### src/rtl/alu_issue_stage.sv
`default_nettype none
// ============================================================================
//  Module      : alu_issue_stage
//  Description : Issue/capture stage wrapped around a 4-bit ALU. Operations
//                are buffered in a small FIFO; the head entry drives the ALU
//                operand/opcode ports. The ALU response is registered with
//                opcode-dependent flag masking and handed downstream over a
//                valid/ready handshake.
//  Revision    : 1.0 - initial release
// ============================================================================
module alu_issue_stage #(
    parameter int DATA_LEN = 4,
    parameter int DEPTH    = 4,
    parameter int CNT_W    = 8
) (
    input  logic                clk,
    input  logic                rst_n,
    input  logic                flush,
    input  logic                in_valid,
    output logic                in_ready,
    input  logic [DATA_LEN-1:0] in_a,
    input  logic [DATA_LEN-1:0] in_b,
    input  logic [3:0]          in_op,
    output logic [DATA_LEN-1:0] alu_a,
    output logic [DATA_LEN-1:0] alu_b,
    output logic [3:0]          alu_op,
    input  logic [DATA_LEN-1:0] alu_result,
    input  logic                alu_carry,
    input  logic                alu_zero,
    input  logic                alu_overflow,
    output logic                out_valid,
    input  logic                out_ready,
    output logic [DATA_LEN-1:0] out_result,
    output logic [3:0]          out_flags,
    output logic [3:0]          out_op,
    output logic                busy,
    output logic [CNT_W-1:0]    op_count
);

    // Pointer width; DEPTH is a power of two so pointers wrap naturally.
    localparam int                 c_ptr_w    = (DEPTH > 1) ? $clog2(DEPTH) : 1;
    localparam logic [c_ptr_w:0]   c_full_cnt = (c_ptr_w + 1)'(DEPTH);
    localparam logic [c_ptr_w:0]   c_cnt_one  = (c_ptr_w + 1)'(1);
    localparam logic [c_ptr_w-1:0] c_ptr_one  = c_ptr_w'(1);
    localparam logic [3:0]         c_idle_op  = 4'b1111;
    localparam logic [3:0]         c_op_add   = 4'd0;
    localparam logic [3:0]         c_op_sub   = 4'd1;
    localparam logic [3:0]         c_op_max   = 4'd7;

    // FIFO storage and bookkeeping
    logic [DATA_LEN-1:0] r_mem_a  [DEPTH];
    logic [DATA_LEN-1:0] r_mem_b  [DEPTH];
    logic [3:0]          r_mem_op [DEPTH];
    logic [c_ptr_w-1:0]  r_wr_ptr;
    logic [c_ptr_w-1:0]  r_rd_ptr;
    logic [c_ptr_w:0]    r_count;

    // Output register
    logic                r_out_valid;
    logic [DATA_LEN-1:0] r_out_result;
    logic [3:0]          r_out_flags;
    logic [3:0]          r_out_op;
    logic [CNT_W-1:0]    r_op_count;

    logic                w_full;
    logic                w_empty;
    logic                w_push;
    logic                w_issue;
    logic                w_out_hs;
    logic [3:0]          w_head_op;
    logic                w_carry;
    logic                w_overflow;
    logic                w_illegal;

    assign w_full  = (r_count == c_full_cnt);
    assign w_empty = (r_count == '0);

    // flush wins over every state-changing event in its cycle.
    assign w_push   = in_valid & ~w_full & ~flush;
    assign w_issue  = ~w_empty & (~r_out_valid | out_ready) & ~flush;
    assign w_out_hs = r_out_valid & out_ready & ~flush;

    // Head entry drives the ALU; an idle FIFO presents a recognisable no-op.
    assign w_head_op = w_empty ? c_idle_op : r_mem_op[r_rd_ptr];
    assign alu_a     = w_empty ? '0 : r_mem_a[r_rd_ptr];
    assign alu_b     = w_empty ? '0 : r_mem_b[r_rd_ptr];
    assign alu_op    = w_head_op;

    // Carry only means something for add, overflow for add/sub.
    assign w_carry    = (w_head_op == c_op_add) & alu_carry;
    assign w_overflow = ((w_head_op == c_op_add) | (w_head_op == c_op_sub)) & alu_overflow;
    assign w_illegal  = (w_head_op > c_op_max);

    // FIFO payload write; storage needs no reset since only occupied slots are read.
    always_ff @(posedge clk) begin
        if (w_push) begin
            r_mem_a[r_wr_ptr]  <= in_a;
            r_mem_b[r_wr_ptr]  <= in_b;
            r_mem_op[r_wr_ptr] <= in_op;
        end
    end

    // FIFO pointers and occupancy count.
    always_ff @(posedge clk or negedge rst_n) begin
        if (!rst_n) begin
            r_wr_ptr <= '0;
            r_rd_ptr <= '0;
            r_count  <= '0;
        end else if (flush) begin
            r_wr_ptr <= '0;
            r_rd_ptr <= '0;
            r_count  <= '0;
        end else begin
            if (w_push) begin
                r_wr_ptr <= r_wr_ptr + c_ptr_one;
            end
            if (w_issue) begin
                r_rd_ptr <= r_rd_ptr + c_ptr_one;
            end
            case ({w_push, w_issue})
                2'b10:   r_count <= r_count + c_cnt_one;
                2'b01:   r_count <= r_count - c_cnt_one;
                default: r_count <= r_count;
            endcase
        end
    end

    // Capture the ALU response on issue; drop valid once consumed.
    always_ff @(posedge clk or negedge rst_n) begin
        if (!rst_n) begin
            r_out_valid  <= 1'b0;
            r_out_result <= '0;
            r_out_flags  <= '0;
            r_out_op     <= '0;
        end else if (flush) begin
            r_out_valid  <= 1'b0;
            r_out_result <= '0;
            r_out_flags  <= '0;
            r_out_op     <= '0;
        end else if (w_issue) begin
            r_out_valid  <= 1'b1;
            r_out_result <= alu_result;
            r_out_flags  <= {w_carry, alu_zero, w_overflow, w_illegal};
            r_out_op     <= w_head_op;
        end else if (w_out_hs) begin
            r_out_valid  <= 1'b0;
        end
    end

    // Completed-handshake counter; survives flush, wraps freely.
    always_ff @(posedge clk or negedge rst_n) begin
        if (!rst_n) begin
            r_op_count <= '0;
        end else if (w_out_hs) begin
            r_op_count <= r_op_count + CNT_W'(1);
        end
    end

    assign in_ready   = ~w_full;
    assign out_valid  = r_out_valid;
    assign out_result = r_out_result;
    assign out_flags  = r_out_flags;
    assign out_op     = r_out_op;
    assign op_count   = r_op_count;
    assign busy       = ~w_empty | r_out_valid;

endmodule
`default_nettype wire

### config.mk
export PLATFORM = sky130hd
export DESIGN_NAME = alu_issue_stage
export DESIGN_NICKNAME = d
export VERILOG_FILES = /design/src/rtl/alu_issue_stage.sv
export SDC_FILE = /design/constraint.sdc
export NUM_CORES = 1
export LEC_CHECK = 0
export CAP_MARGIN = 30
export CORE_AREA = 2 2 93 95
export DETAILED_ROUTE_END_ITERATION = 10
export DIE_AREA = 0 0 95 97
export PLACE_DENSITY = 0.71
export SYNTH_ARGS = -nofsm -noshare
export SYNTH_HDL_FRONTEND = slang
export SYNTH_SLANG_ARGS = --single-unit
### constraint.sdc
create_clock -name clk -period 4.7 [get_ports clk]
set_input_delay 0.94 -clock clk [delete_from_list [all_inputs] [get_ports clk]]
set_output_delay 0.94 -clock clk [all_outputs]
set_load 0.005 [all_outputs]
Word-level counts from Yosys, hierarchy flattened
Memories as Yosys holds them, arrays and structs flattened. Index checks and enable logic that the tools add are counted. W data, S select, Z words.

$add $sub $neg: 5. $lt $le $gt $ge: 1. Equality and inequality tests: 4. Muxes and demuxes: 20. Bitwise gates (word level): 15. Reduce and logical (&&, ||, !) cells: 6.

Operators by type and width (count): $mux W4 (9); $add A8 B1 Y8 const B (1); $and A1 B1 Y1 (8); $mux W2 (4); $pmux W3 S2 (1); $reduce_bool A3 Y1 (2); $mux W1 (5); $add A2 B1 Y2 const B (2); $eq A4 B1 Y1 const B (1); $gt A4 B3 Y1 const B (1); $logic_not A4 Y1 (1); $not A1 Y1 (4); $reduce_bool A2 Y1 (2); $add A3 B1 Y3 const B (1); $eq A3 B3 Y1 const B (1); $logic_not A3 Y1 (1); $mux W3 (1); $or A1 B1 Y1 (3); $sub A3 B1 Y3 const B (1); $eq A2 B1 Y1 const B (1); $eq A2 B2 Y1 const B (1).

Register bits: 28. Memory bits (writable): 48. Input port bits: 24. Logic and storage cells: 62. Memories: 3.

Memory list: r_mem_a (depth 4, width 4, read ports 1, clocked after memory_dff 0, write ports 1, RTL line 51) `logic [DATA_LEN-1:0] r_mem_a [DEPTH];`; r_mem_b (depth 4, width 4, read ports 1, clocked after memory_dff 0, write ports 1, RTL line 52) `logic [DATA_LEN-1:0] r_mem_b [DEPTH];`; r_mem_op (depth 4, width 4, read ports 1, clocked after memory_dff 0, write ports 1, RTL line 53) `logic [3:0] r_mem_op [DEPTH];`.

Depth between registers and ports, before layout
Gate-level depths: netlist of run 1.

Depth after elaboration: 7. Gate-level depth with buffers: 9. Depth with buffers taken out: 8.

Least setup slack after synthesis of run 1
OpenSTA, ideal clock, no wires.

Kind: input port to flip-flop. Start point: in out_ready. End point: reg r_count[2]. Arrival time: 2.385 ns. Data required time: 4.618 ns. Slack: 2.233 ns. Cell stages on the path: 7. Cells stage by stage: nand2b_1 > nand2_1 > clkbuf_1 > nor3b_1 > fa_1 > a211o_1 > a31oi_1.

Longest elaborated chain between the ends: 6.

Ends and longest elaborated chain: from (decl) (RTL line 32) `input logic out_ready,`; $or A1 B1 Y1 * (RTL line 80) `assign w_issue = ~w_empty & (~r_out_valid | out_ready) & ~flush;`; $and A1 B1 Y1 * (2 in a row) (RTL line 80); $eq A2 B1 Y1 or $eq A2 B2 Y1 (tied branches) (RTL line 120) `case ({w_push, w_issue})`; $pmux W3 S2 (RTL line 120); $mux W3 (RTL line 109) `end else if (flush) begin`; to (signal assigned) (RTL line 121) `2'b10: r_count <= r_count + c_cnt_one;`; to (signal assigned) (RTL line 122) `2'b01: r_count <= r_count - c_cnt_one;`; to (signal assigned) (RTL line 123) `default: r_count <= r_count;`; to (decl) (RTL line 56) `logic [c_ptr_w:0] r_count;`.

Mark *: on every way between the ends. The rest lies on a longest branch, timed or not. A chain may end at the register's enable or synchronous reset.

Worst setup path in the final report of run 1
Start point: reg r_rd_ptr[0]. End point: out alu_op[2].

Longest elaborated chain between the ends: 2.

Ends and longest elaborated chain: from (decl) (RTL line 55) `logic [c_ptr_w-1:0] r_rd_ptr;`; from (signal assigned) (RTL line 118) `r_rd_ptr <= r_rd_ptr + c_ptr_one;`; $mem_v2 Z4 W4; $mux W4 (RTL line 84) `assign w_head_op = w_empty ? c_idle_op : r_mem_op[r_rd_ptr];`; to (decl) (RTL line 26) `output logic [3:0] alu_op,`.

Every way passes these cells.

==> summary.md, run 1 <==
| Metric | Value |
|---|---|
| Status | `completed` |
| Die Ht | `97 µm` |
| Final net count | `311` |
| # H-tree levels | `3` |
| Total Routed Length | `6090 µm` |
| Switching share of power | `30.6%` |
| Leakage | `1.50 nW` |
| Pins over their slew limit | `0` |
| Hold crit path type | `flip-flop to flip-flop` |
| Hold Path Depth | `1` |
| Vias in the first global route | `2063` |
| Startpoint Class | `flip-flop` |
| Crit path kind | `flip-flop to output port` |
| WP data arrival | `2650 ps` |
| Avg WL per Cell | `15.6 µm` |
| Clock skew | `7.50 ps` |
| Gate power share | `35.7%` |
| Routed vias | `1943` |
| Clock transition at path regs | `80 ps` |
| Reg2reg setup slack | `2240 ps` |
| Hold path startpoint | `op_count[7]` |
| Crit end category | `output port` |
| P&R area growth vs syn | `28.0%` |
| Clk sinks | `76` |
| DP HPWL | `4180 µm` |
| Reg-to-Reg End | `r_count[2]` |
| # IOs | `59` |
| Final Non-Filler Cells | `391` |
| Seq/Total Area, Yosys | `66.8%` |
| Final setup viols | `0` |
| Crit-path max FO | `14` |
| Initial Utilization | `39.4%` |
| Total track usage | `14.5%` |
| Post-CTS Setup Inserts | `0` |
| Final Util | `50.4%` |
| First-pass GRT wire length | `10100 µm` |
| Commonest non-fill, non-tap cell in the layout | `clkdlybuf4s50_1` |
| Post-Synthesis Cells | `221` |
| Cts bufs inserted | `9` |
| Min Tclk post-route | `3590 ps` |
| Fill cell total of the finished layout | `689` |
| Diode count | `0` |
| Port Buffers | `58` |
| MaxCap Viol Count | `0` |
| Chip Width | `95 µm` |
| Yosys warns | `0` |
| Worst vdd ir | `0.268 mV` |
| RSZ-0062 raised after global routing | `no` |
| Cell total after placement | `375` |
| DR pass1 iterations | `4` |
| Critical R2R Launch | `r_count[0]` |
| Setup TNS | `0 ps` |
| Clock power share | `23.7%` |
| R2R cell count | `6` |
| Initial antenna violation count | `0` |
| Final hold violations | `0` |
| Slew @ Worst Pin | `804 ps` |
| Post-CTS Resized | `0` |
| Internal | `1.56 mW` |
| Root Buffer | `clkbuf_8` |
| Placer Congestion | `0.797` |
| Syn avg cell area | `14.5 µm²` |
| Deepest clock path buffer count | `2` |
| Syn_nets | `251` |
| Largest net degree at the start of global routing | `29` |
| # DRC | `0` |
| Mapped Area | `3200 µm²` |
| CTS tree | `yes` |
| Switching pwr | `0.688 mW` |
| Synthesized flop and latch total | `76` |
| Hold_buf cts | `0` |
| Initial drt markers | `97` |
| Final Power | `2.25 mW` |
| Max Clk Rate | `278 MHz` |
| # rows | `33` |
| Routed Antenna Nets | `0` |
| Total grt overflow | `0` |
| Layout cells sized above 1 | `12.2%` |
| Die Area | `9220 µm²` |
| Final Cycle Share | `76.4%` |
| Slew margin rel. | `46.4%` |
| Via density | `4.97` |
| Power density over the cells | `548 nW/µm²` |
| WHS Endpoint | `op_count[7]` |
| Most frequent cells in the layout | `58 x clkdlybuf4s50_1, 48 x edfxtp_1, 28 x dfrtp_1` |
| Clock latency on the worst-skew pair | `340 ps` |
| Synth cell types | `39` |
| Core region area | `8130 µm²` |
| Sequential power share | `40.6%` |
| WP data required | `3760 ps` |
==> final cells by class <==
| cell class | instances | area (µm²) | area share, % |
|---|---|---|---|
| clock buffers | 10 | 128 | 3.11 |
| clock inverters | 6 | 88.8 | 2.17 |
| inverters | 5 | 18.8 | 0.458 |
| multi-input cells | 128 | 990 | 24.1 |
| flip-flops and latches | 76 | 2140 | 52.2 |
| well taps | 105 | 131 | 3.20 |
| repair buffers | 61 | 603 | 14.7 |
==> routing by layer <==
metal,share of wire [%],track usage (%)
met1,45,18.5
met2,49,23.3
met3,5.5,4.91
met4,0.31,4.24
met5,0,0
==> sequential cells by signal (all words and copies together) (netlist names) <==
register,count
r_mem_op,16
r_mem_b,16
out_flags,4
r_count,3
out_op,4
out_result,4
r_mem_a,16
r_wr_ptr,2
out_valid,1
r_rd_ptr,2
op_count,8
==> synth_stat cells <==
library cell   n  area [µm²]
a211o_1        1        8.76
a211oi_1       1        7.51
a21oi_1       15        75.1
a22o_1         1        8.76
a31oi_1        1        6.26
a32o_2         1        11.3
and2_1        12        75.1
and3_1         2        12.5
and3b_1        1        8.76
buf_1          1        3.75
buf_2          1        5.00
buf_6          1        11.3
clkbuf_1       9        33.8
dfrtp_1       28         701
edfxtp_1      48        1440
fa_1           1        20.0
ha_1           5        62.6
inv_1          5        18.8
mux2_2         1        11.3
mux4_1         2        52.6
mux4_2        10         225
nand2_1       27         101
nand2b_1       2        12.5
nand3_1        3        15.0
nand3b_1       1        7.51
nand4_1        3        18.8
nor2_1         8        30.0
nor2b_1        1        6.26
nor3_1         4        20.0
nor3_2         1        10.0
nor3b_1        2        15.0
o211a_1        1        10.0
o21ai_0        5        25.0
or2_2          3        18.8
or3_1          1        6.26
or3b_2         1        8.76
or4_4          1        11.3
xnor2_1        8        70.1
xor2_1         2        17.5
==> power by group through the flow <==
stage / sequential (mW) / clock (mW) / combinational (mW)
after floorplan: 0.889 / 0 / 0.452
after global placement: 0.922 / 0 / 0.801
after detailed placement: 0.931 / 0 / 0.805
after CTS: 0.916 / 0.546 / 0.817
after global routing: 0.933 / 0.576 / 0.901
final: 0.913 / 0.532 / 0.803
==> worst max-delay path: stages, from the launching register on <==
cell	delay (ps)
dfrtp_1	870
mux4_1	700
or2_2	300
clkdlybuf4s50_1	450
==> cell families after synthesis <==
family                     after synthesis  synth area share, %
AOI/OAI and AO/OA                       26                 4.76
xor gates and xnor gates                10                 2.73
adders and majority gates                6                 2.58
buffers and inverters                   17                 2.26
DFF                                     76                 66.8
muxes                                   13                 9.02
and+or+nand+nor                         73                 11.8
==> metrics by stage <==
stage          instance area (µm²)  setup slack, ps  hold slack, ps
2_1_floorplan                 3200             2230             468
5_1_grt                       4100              913             494
3_5_place_dp                  3880             1400             468
4_1_cts                       4100             1020             483
6_report                      4100             1110             476
3_3_place_gp                  3880             1430             463
==> worst max-delay path by stage <==
stage	from	endpoint	slack (ps)	depth (start not counted)
CTS	r_rd_ptr[0]	alu_op[2]	1020	3
finish	r_rd_ptr[0]	alu_op[2]	1110	3
detailed placement	r_rd_ptr[0]	alu_op[2]	1400	3
floorplan	out_ready	r_count[2]	2230	7
global placement	r_rd_ptr[0]	alu_op[2]	1430	3
global route	r_rd_ptr[0]	alu_op[2]	910	3
(Power assumes the default switching activity.)
==> inputs of run 2 (changes only) <==
Settings changed: PLACE_DENSITY 0.71 to 0.73.
Clock period 4.7 ns to 3.03 ns, I/O delays scaled along.
==> run 2 against run 1 <==
Net effect: final cell count increased by 2.3%; critical path type unchanged; critical path depth up 1; final area up 1.0%; sequential share of layout area shrank 0.52 points; flip-flop and latch count unchanged; sequential power grew 51%; register-to-register slack got worse by 1500 ps; utilization up 0.51 points; largest power group unchanged; first-iteration DRC count shrank 22%; non-clock buffer count increased by 9; power rose by 53%; die area unchanged.
==> summary.md, run 2 (synthesis gave the netlist of run 1 again) <==
| Metric | Value |
|---|---|
| Status | `completed` |
| Final Cycle Share | `92.2%` |
| Most frequent cells in the layout | `58 x clkdlybuf4s50_1, 48 x edfxtp_1, 28 x dfrtp_1` |
| Final setup viols | `0` |
| Post-CTS Resized | `0` |
| FF/Latch Area | `2140 µm²` |
| Switching pwr | `1.08 mW` |
| Startpoint Class | `flip-flop` |
| Sequential power share | `39.9%` |
| MaxCap Viol Count | `0` |
| Die Area | `9220 µm²` |
| First-pass GRT wire length | `10700 µm` |
| Clk sinks | `76` |
| Gate power share | `39.1%` |
| Crit-path max FO | `5` |
| Deepest clock path buffer count | `2` |
| Diode count | `0` |
| DP HPWL | `4680 µm` |
| Initial antenna violation count | `0` |
| Fin area | `4140 µm²` |
| RSZ-0062 raised after global routing | `no` |
| Avg WL per Cell | `16.4 µm` |
| Total Routed Length | `6540 µm` |
| P&R area growth vs syn | `29.3%` |
| Largest registers | `r_mem_a x16, r_mem_b x16, r_mem_op x16` |
| # IOs | `59` |
| Area of the multi-input gates | `990 µm²` |
| Switching share of power | `31.5%` |
| Metal2 WL | `3280 µm` |
| Total grt overflow | `0` |
| Clock power share | `21.0%` |
| Chip Width | `95 µm` |
| Pins over their slew limit | `0` |
| Root Buffer | `clkbuf_8` |
| Cts bufs inserted | `9` |
| Fill cell total of the finished layout | `706` |
| Via density | `4.95` |
| Final Power | `3.45 mW` |
| Setup TNS | `0 ps` |
| DR WL met3 | `355 µm` |
| Initial Utilization | `39.4%` |
| Post-CTS Setup Inserts | `0` |
| Met1 wire length | `2820 µm` |
| DR pass1 iterations | `6` |
| Largest net degree at the start of global routing | `29` |
| # rows | `33` |
| WP data required | `2420 ps` |
| Area post-placement | `3950 µm²` |
| Routed vias | `1979` |
| Port Buffers | `58` |
| Worst path buffer plus inverter count | `2` |
| Hold crit path type | `flip-flop to flip-flop` |
| Worst path max stage delay | `550 ps` |
| Crit-path cells | `buf_4 > mux4_2 > or2_2 > clkdlybuf4s50_1` |
| Clock transition at path regs | `70 ps` |
| Crit end category | `output port` |
| Core region area | `8130 µm²` |
| Die Ht | `97 µm` |
| Clock latency on the worst-skew pair | `340 ps` |
| WP data arrival | `2190 ps` |
| Vias in the first global route | `2139` |
| Leakage | `1.55 nW` |
| Crit path kind | `flip-flop to output port` |
| CTS tree | `yes` |
| Power density over the cells | `832 nW/µm²` |
| Slew margin rel. | `42.4%` |
| Internal | `2.36 mW` |
| CP delay by family, top | `buffers and inverters` |
| Placer Congestion | `0.832` |
| Min Tclk post-route | `2800 ps` |
| # H-tree levels | `3` |
| # DRC | `0` |
| Slew @ Worst Pin | `861 ps` |
| Final net count | `320` |
| Layout cells sized above 1 | `14.9%` |
| Clock skew | `8.10 ps` |
| Top routing layer used | `met4` |
| Slowest stage cell on the critical path | `mux4_2` |
| Worst vdd ir | `0.399 mV` |
| Routed Antenna Nets | `0` |
| Initial drt markers | `76` |
| Total track usage | `15.4%` |
| Max Clk Rate | `358 MHz` |
| Final hold violations | `0` |
| Hold_buf cts | `0` |
| Commonest non-fill, non-tap cell in the layout | `clkdlybuf4s50_1` |
run 2: changes by cell type in the layout (fill, tap and decap cells not counted):
cell        before  now
buf_4            3   12
bufinv_16        2    0
clkbuf_1         1    2
clkbuf_16        0    1
clkbuf_8         9   10
clkinv_1         1    0
clkinv_2         0    1
clkinv_4         2    1
clkinvlp_4       1    0
inv_4            0    1
run 2: metal layers:
metal	track usage, %	vias to the layer above
met2	26.3	63
met3	4.36	9
met5	0	-
li1	-	946
met1	18.7	961
met4	4.91	0
run 2: final cells by class:
cell class              instances  share of cell area, %
flip-flops and latches         76                   51.7
multi-input cells             128                   23.9
repair buffers                 70                   16.2
clock buffers                  13                   4.11
well taps                     105                   3.17
clock inverters                 3                  0.483
inverters                       5                  0.453
run 2: metrics by stage:
step | setup slack, ps | hold WS [ps] | std cells | util, %
finish | 235 | 492 | 400 | 50.9
global route | 94.6 | 512 | 400 | 50.9
CTS | 179 | 496 | 400 | 50.9
detailed placement | 475 | 484 | 384 | 48.6
global placement | 552 | 463 | 384 | 48.6
floorplan | 887 | 310 | 221 | -
run 2: power by group through the flow:
| stage | sequential [mW] | combinational [mW] | clock [mW] |
|---|---|---|---|
| 5_1_grt | 1.40 | 1.50 | 0.790 |
| 3_3_place_gp | 1.39 | 1.34 | 0 |
| 4_1_cts | 1.38 | 1.37 | 0.744 |
| 3_5_place_dp | 1.40 | 1.37 | 0 |
| 2_1_floorplan | 1.38 | 0.702 | 0 |
| 6_report | 1.38 | 1.35 | 0.723 |
run 2: final timing paths:
path                               end        start  slack, ps  cells past startpoint
hold / removal             op_count[7]  op_count[7]        490                      1
hold reg to reg            op_count[7]  op_count[7]        490                      1
max in group asynchronous  r_rd_ptr[0]        rst_n       2100                      2
setup / recovery             alu_op[3]  r_rd_ptr[0]        230                      4
min in group asynchronous  op_count[3]        rst_n        640                      2
setup reg to reg            r_count[2]   r_count[1]        740                      8
==> inputs of run 3 (changes only) <==
Settings changed: CAP_MARGIN 30 to 10, CTS_CLUSTER_DIAMETER from default to 100.
==> results of run 3 <==
Same layout as run 2: the final DEF is identical, and so are final timing and power.
